<file path="config.mk">
export PLATFORM = sky130hd
export DESIGN_NAME = spi_arb_sched
export DESIGN_NICKNAME = d
export VERILOG_FILES = /design/src/rtl/spi_arb_sched.sv
export SDC_FILE = /design/constraint.sdc
export NUM_CORES = 1
export LEC_CHECK = 0
export CAP_MARGIN = 20
export CORE_ASPECT_RATIO = 0.75
export CORE_MARGIN = 4
export CORE_UTILIZATION = 36
export CTS_CLUSTER_SIZE = 14
export DETAILED_ROUTE_END_ITERATION = 8
export GPL_ROUTABILITY_DRIVEN = 0
export GPL_TIMING_DRIVEN = 0
export HOLD_SLACK_MARGIN = 0.08
export PLACE_DENSITY = 0.78
export SLEW_MARGIN = 25
export SYNTH_ARGS = -nofsm -noshare
export SYNTH_HDL_FRONTEND = slang
export SYNTH_SLANG_ARGS = --single-unit
</file>
<file path="constraint.sdc">
create_clock -name clk -period 2.2 [get_ports clk]
set_input_delay 0.33 -clock clk [delete_from_list [all_inputs] [get_ports clk]]
set_output_delay 0.33 -clock clk [all_outputs]
set_load 0.02 [all_outputs]
</file>
<file path="src/rtl/spi_arb_sched.sv">
// spi_arb_sched: round-robin arbiter that schedules one SPI transaction at a
// time from four requesters onto a single SPI engine, with a forced idle gap
// between consecutive transactions.
// Optional feature macro: SPI_ARB_TIMEOUT_EN adds a WAIT_DONE watchdog that
// aborts a transaction after TIMEOUT_CYC cycles without spi_done.
//
// state     | meaning
// ----------+-----------------------------------------------------------
// IDLE      | no transaction owned, waiting for any req
// ARB       | round-robin pick, latch requester word/size/index, assert gnt
// LAUNCH    | one-cycle spi_start with engine inputs already stable
// WAIT_DONE | waiting for spi_done (or watchdog expiry when enabled)
// COMPLETE  | one-cycle done pulse to the granted requester
// GAP       | GAP_CYC forced idle cycles before the next arbitration
module spi_arb_sched #(
    parameter int TIMEOUT_CYC = 4096,
    parameter int GAP_CYC     = 2
) (
    input  logic         clk,
    input  logic         rst,
    input  logic [3:0]   req,
    input  logic [127:0] req_wdata,
    input  logic [7:0]   req_size,
    output logic [3:0]   gnt,
    output logic [3:0]   done,
    output logic         done_err,
    output logic [31:0]  rdata,
    output logic         spi_start,
    output logic [31:0]  spi_wdata,
    output logic [5:0]   spi_size,
    output logic [1:0]   spi_cs_sel,
    input  logic         spi_done,
    input  logic [31:0]  spi_rdata,
    output logic [15:0]  arb_status
);

    typedef enum logic [2:0] {
        IDLE      = 3'd0,
        ARB       = 3'd1,
        LAUNCH    = 3'd2,
        WAIT_DONE = 3'd3,
        COMPLETE  = 3'd4,
        GAP       = 3'd5
    } state_t;

    // GAP is entered with the counter preloaded so that it lasts GAP_CYC cycles.
    localparam logic [3:0] GAP_LOAD = (GAP_CYC == 0) ? 4'd0 : 4'(GAP_CYC - 1);

    state_t      state, state_nxt;
    logic [1:0]  last;
    logic [7:0]  count;
    logic [3:0]  gap_cnt;
    logic        pick_found;
    logic [1:0]  pick_idx;
    logic [1:0]  cand;
    logic [2:0]  pick_bytes;
    logic        timeout_hit;
    logic        to_flag;

`ifdef SPI_ARB_TIMEOUT_EN
    localparam int WD_W = (TIMEOUT_CYC > 1) ? $clog2(TIMEOUT_CYC) : 1;
    logic [WD_W-1:0] wd_cnt;
    logic            err_r;
    assign timeout_hit = (wd_cnt == '0);
    assign done_err    = (state == COMPLETE) && err_r;
`else
    assign timeout_hit = 1'b0;
    assign to_flag     = 1'b0;
    assign done_err    = 1'b0;
`endif

    // Round-robin search starting just after the last granted requester.
    always_comb begin
        pick_found = 1'b0;
        pick_idx   = last;
        cand       = last;
        for (int k = 1; k <= 4; k++) begin
            cand = last + 2'(k);
            if (!pick_found && req[cand]) begin
                pick_found = 1'b1;
                pick_idx   = cand;
            end
        end
        pick_bytes = {1'b0, req_size[{pick_idx, 1'b0} +: 2]} + 3'd1;
    end

    // Next-state decode and state-derived pulse outputs.
    always_comb begin
        state_nxt = state;
        spi_start = 1'b0;
        done      = 4'b0000;
        case (state)
            IDLE:      if (|req) state_nxt = ARB;
            ARB:       state_nxt = pick_found ? LAUNCH : IDLE;
            LAUNCH: begin
                spi_start = 1'b1;
                state_nxt = WAIT_DONE;
            end
            WAIT_DONE: if (spi_done || timeout_hit) state_nxt = COMPLETE;
            COMPLETE: begin
                done      = gnt;
                state_nxt = (GAP_CYC == 0) ? IDLE : GAP;
            end
            GAP:       if (gap_cnt == 4'd0) state_nxt = IDLE;
            default:   state_nxt = IDLE;
        endcase
    end

    // State register and the datapath registers updated per state.
    always_ff @(posedge clk) begin
        if (rst) begin
            state      <= IDLE;
            last       <= 2'd3;
            gnt        <= 4'b0000;
            rdata      <= 32'h0;
            spi_wdata  <= 32'h0;
            spi_size   <= 6'd8;
            spi_cs_sel <= 2'd0;
            count      <= 8'd0;
            gap_cnt    <= 4'd0;
        end else begin
            state <= state_nxt;
            case (state)
                ARB: if (pick_found) begin
                    last       <= pick_idx;
                    spi_cs_sel <= pick_idx;
                    gnt        <= 4'b0001 << pick_idx;
                    spi_wdata  <= req_wdata[{pick_idx, 5'b00000} +: 32];
                    spi_size   <= {pick_bytes, 3'b000};
                end
                WAIT_DONE: begin
                    if (spi_done) begin
                        rdata <= spi_rdata;
                        count <= count + 8'd1;
                    end else if (timeout_hit) begin
                        rdata <= 32'hDEAD_DEAD;
                        count <= count + 8'd1;
                    end
                end
                COMPLETE: begin
                    gnt     <= 4'b0000;
                    gap_cnt <= GAP_LOAD;
                end
                GAP: if (gap_cnt != 4'd0) gap_cnt <= gap_cnt - 4'd1;
                default: ;
            endcase
        end
    end

`ifdef SPI_ARB_TIMEOUT_EN
    // Watchdog down-counter armed in LAUNCH; sticky flag survives until reset.
    always_ff @(posedge clk) begin
        if (rst) begin
            wd_cnt  <= '0;
            err_r   <= 1'b0;
            to_flag <= 1'b0;
        end else if (state == LAUNCH) begin
            wd_cnt <= WD_W'(TIMEOUT_CYC - 1);
            err_r  <= 1'b0;
        end else if (state == WAIT_DONE && !spi_done) begin
            if (timeout_hit) begin
                err_r   <= 1'b1;
                to_flag <= 1'b1;
            end else begin
                wd_cnt <= wd_cnt - 1'b1;
            end
        end
    end
`endif

    assign arb_status = {1'b0, to_flag, (state != IDLE), last, state, count};

endmodule

</file>
==> out/qor.csv <==
metric;value;unit
final_nets;1050;
combPwrFrac;40.3;%
grt_first_pass_wirelength;29.6;mm
grt_pass1_vias;5224;
fin_cells;1048;
pre_cts_ws;-0.630;ns
crit_top_cell;mux2_4;
reg2reg_from;last[1];
hpwlAfterDp;15.7;mm
portBuffers;263;
wl_per_cell;19.1;µm
routed_wl;20.0;mm
path_cells;buf_8, mux2_4, nand2_4, nand3_4, buf_4, mux2_4, mux2_4, ha_4, nand2_1, a21oi_1;
postRouteAntennaNets;0;
ys_seq_area_share;36.2;%
htreeDepth;3;
clock_skew;0.0115;ns
worstSetupPathDepth;10;
p_per_area;718;mW/mm²
worst_pin_slew;0.794;ns
die_area;0.0158;mm²
period_share;98.2;%
grtUsageMet1;33.5;%
p_clk_share;28.4;%
synth_ff_type;dfxtp_1;
grt_usage;24.2;%
die_y;110;µm
die_w;144;µm
core_area;0.0132;mm²
hold_violations;0;
fillers;1143;
synth_edf_count;0;
antenna_found_initial;0;
ff2ff_path_depth;10;
leakagePower;3.15;nW
overflow;0;
top_usage_layer;met2;
setup_violations;0;
cap_violations;0;
switchingPower;2.07;mW
critPathMaxStageDelay;0.36;ns
finalWorstSetupSlack;0.0396;ns
vias_per_cell;5.29;
route.detailed.drc;0;
whs;0.454;ns
insertion_delay;0.33;ns
drtIter0Drc;369;
critical_path_class;reg2reg;
hold_start;rdata[8];
cts_buffers;9;
avgSynthCellArea;8.55;µm²
syn2layout_area_growth;68.2;%
cp-start-kind;register;
synth_seq_cells;90;
crit_start;last[1];
antennaDiodeCount;0;
synth.cell_area;0.00498;mm²
max_clock_freq;463;MHz
synthCells;582;
slew_viol_final;0;
grtUsageMet3;6.13;%
cts_tree;yes;
yosysWarnings;0;
crit_fanout;4;
cts-root-buf;clkbuf_16;
placed_cells;1021;
switching_share;34.4;%
firstDrtPassIters;5;
slowest_stage;dfxtp_4;
cp.required;2.45;ns
total_power;6.01;mW
rows;36;
grt_max_degree;17;
cp.buffers_inverters;2;
path_delay_family;multiplexers;
drive_gt1_share;16.0;%
clockBufferDepth;2;
cts_hold_buf;0;
gr-usage-met2;37.9;%
synth.distinct_cells;59;
slew_headroom;47.0;%
async_flop_share;0;%
finalCriticalPeriod;2.16;ns
whs_path_depth;2;
vias;5548;
critical_path_arrival;2.41;ns
sequentialPowerShare;31.2;%
io_pins;273;
end_kind;register;
internal_power;3.94;mW
hold_path_class;reg2reg;
status;finished, final reports clean;
cts.sinks;90;
ir_drop;446;µV
clk_pin_slew;0.07;ns
start_util;37.6;%
[registers in the layout, summed over array words and instances, names as in the netlist]
signal and cells:
rdata 32, spi_wdata 32, count 8, gap_cnt 4
gnt 4, spi_size 3, state 3, last 2
spi_cs_sel 2
[stage by stage]
step            TNS, ns  area, µm²  utilization [%]
6_report              0       8370             63.2
5_1_grt        -0.00453       8370             63.2
4_1_cts         -0.0198       8280             62.5
3_5_place_dp     -14.86       7860             59.3
3_3_place_gp     -13.82       7860             59.3
2_1_floorplan         0       5010                -
[timing repair]
item,4_1_cts,5_1_grt
gates resized for setup,16,16
buffers inserted,8,4
pin swaps,2,2
endpoints found under the setup margin,28,17
[routing by layer]
metal	routed length, µm	share of wire [%]
met3	1530	7.6
met1	9030	45
met2	9080	45
met5	0	0
met4	348	1.7
[synth_stat cells (all sizes together) (2+ instances only)]
cell	count	share of area (%)
nor2	54	4.1
a311oi	5	0.88
dfxtp	90	36
xor2	7	1.2
nand4	2	0.25
xnor2	2	0.35
nand3	51	5.2
or3b	2	0.40
a21oi	44	4.4
clkbuf	25	1.9
buf	36	5.7
o21a	2	0.30
o31ai	2	0.58
mux2	10	2.3
o21ai	25	2.7
mux2i	3	0.60
o311a	2	0.40
nor3	9	0.90
nand2	82	6.3
ha	3	0.75
nor2b	2	0.25
o211ai	2	0.40
a221oi	33	8.7
or3	2	0.25
nor4	2	0.25
a211oi	31	7.1
and3	6	0.85
inv	7	0.53
a21o	23	3.5
nand2b	5	0.63
[cell usage in the layout, fill, tap and decap left out, types with 6 or more instances in the layout]
cell | netlist | final
dfxtp_1 | 90 | 88
inv_1 | 6 | 6
a211oi_1 | 7 | 7
o21ai_0 | 24 | 24
clkdlybuf4s50_1 | 0 | 257
nand2_1 | 81 | 80
a21oi_1 | 44 | 44
a211oi_2 | 24 | 24
buf_4 | 14 | 25
a221oi_1 | 10 | 10
nor3_1 | 9 | 8
nor2_1 | 54 | 51
clkbuf_16 | 0 | 9
a21o_1 | 23 | 23
conb_1 | 1 | 6
buf_2 | 14 | 12
xor2_1 | 7 | 7
nand3_1 | 50 | 50
clkbuf_1 | 25 | 22
a221oi_2 | 23 | 23
[final cells by class]
class	count	area (µm²)	share of cell area, %
Buffer	60	393	4.69
Timing Repair Buffer	275	2730	32.6
Inverter	7	26.3	0.314
Clock buffer	10	229	2.74
Sequential cell	90	1810	21.6
Multi-Input combinational cell	429	2880	34.4
Clock inverter	6	97.6	1.17
Tap cell	171	214	2.56
[cells by family after synthesis]
logic type               synth area share [%]
buffers and inverters                    8.07
multiplexers                             2.94
XOR/XNOR                                 1.58
other                                  0.0753
flip-flops                               36.2
AO/OA/AOI/OAI                            30.1
AND/OR/NAND/NOR                          20.2
adder cells (fa/ha/maj)                 0.754
[final timing paths]
kind                                     to  slack (ns)
worst max register to register  spi_size[4]        0.04
worst min register to register     rdata[8]        0.45
worst min-delay path               rdata[8]        0.45
worst max-delay path            spi_size[4]        0.04
[power groups by stage]
stage	registers (mW)	clock network [mW]	logic (mW)
floorplan	2.08	0	1.14
global placement	1.90	0	2.29
detailed placement	1.91	0	2.30
CTS	1.88	1.75	2.37
global route	1.90	1.82	2.57
finish	1.88	1.71	2.42
[worst register-to-register path: cells and delay by family (launching register included)]
kind,cells,cell delay [ns]
compound gates,1,0.12
fa+ha+maj,1,0.25
buf+inv,2,0.26
flops,1,0.36
mux,3,0.89
simple gates,3,0.18
Power figures use the tool's default switching activity.
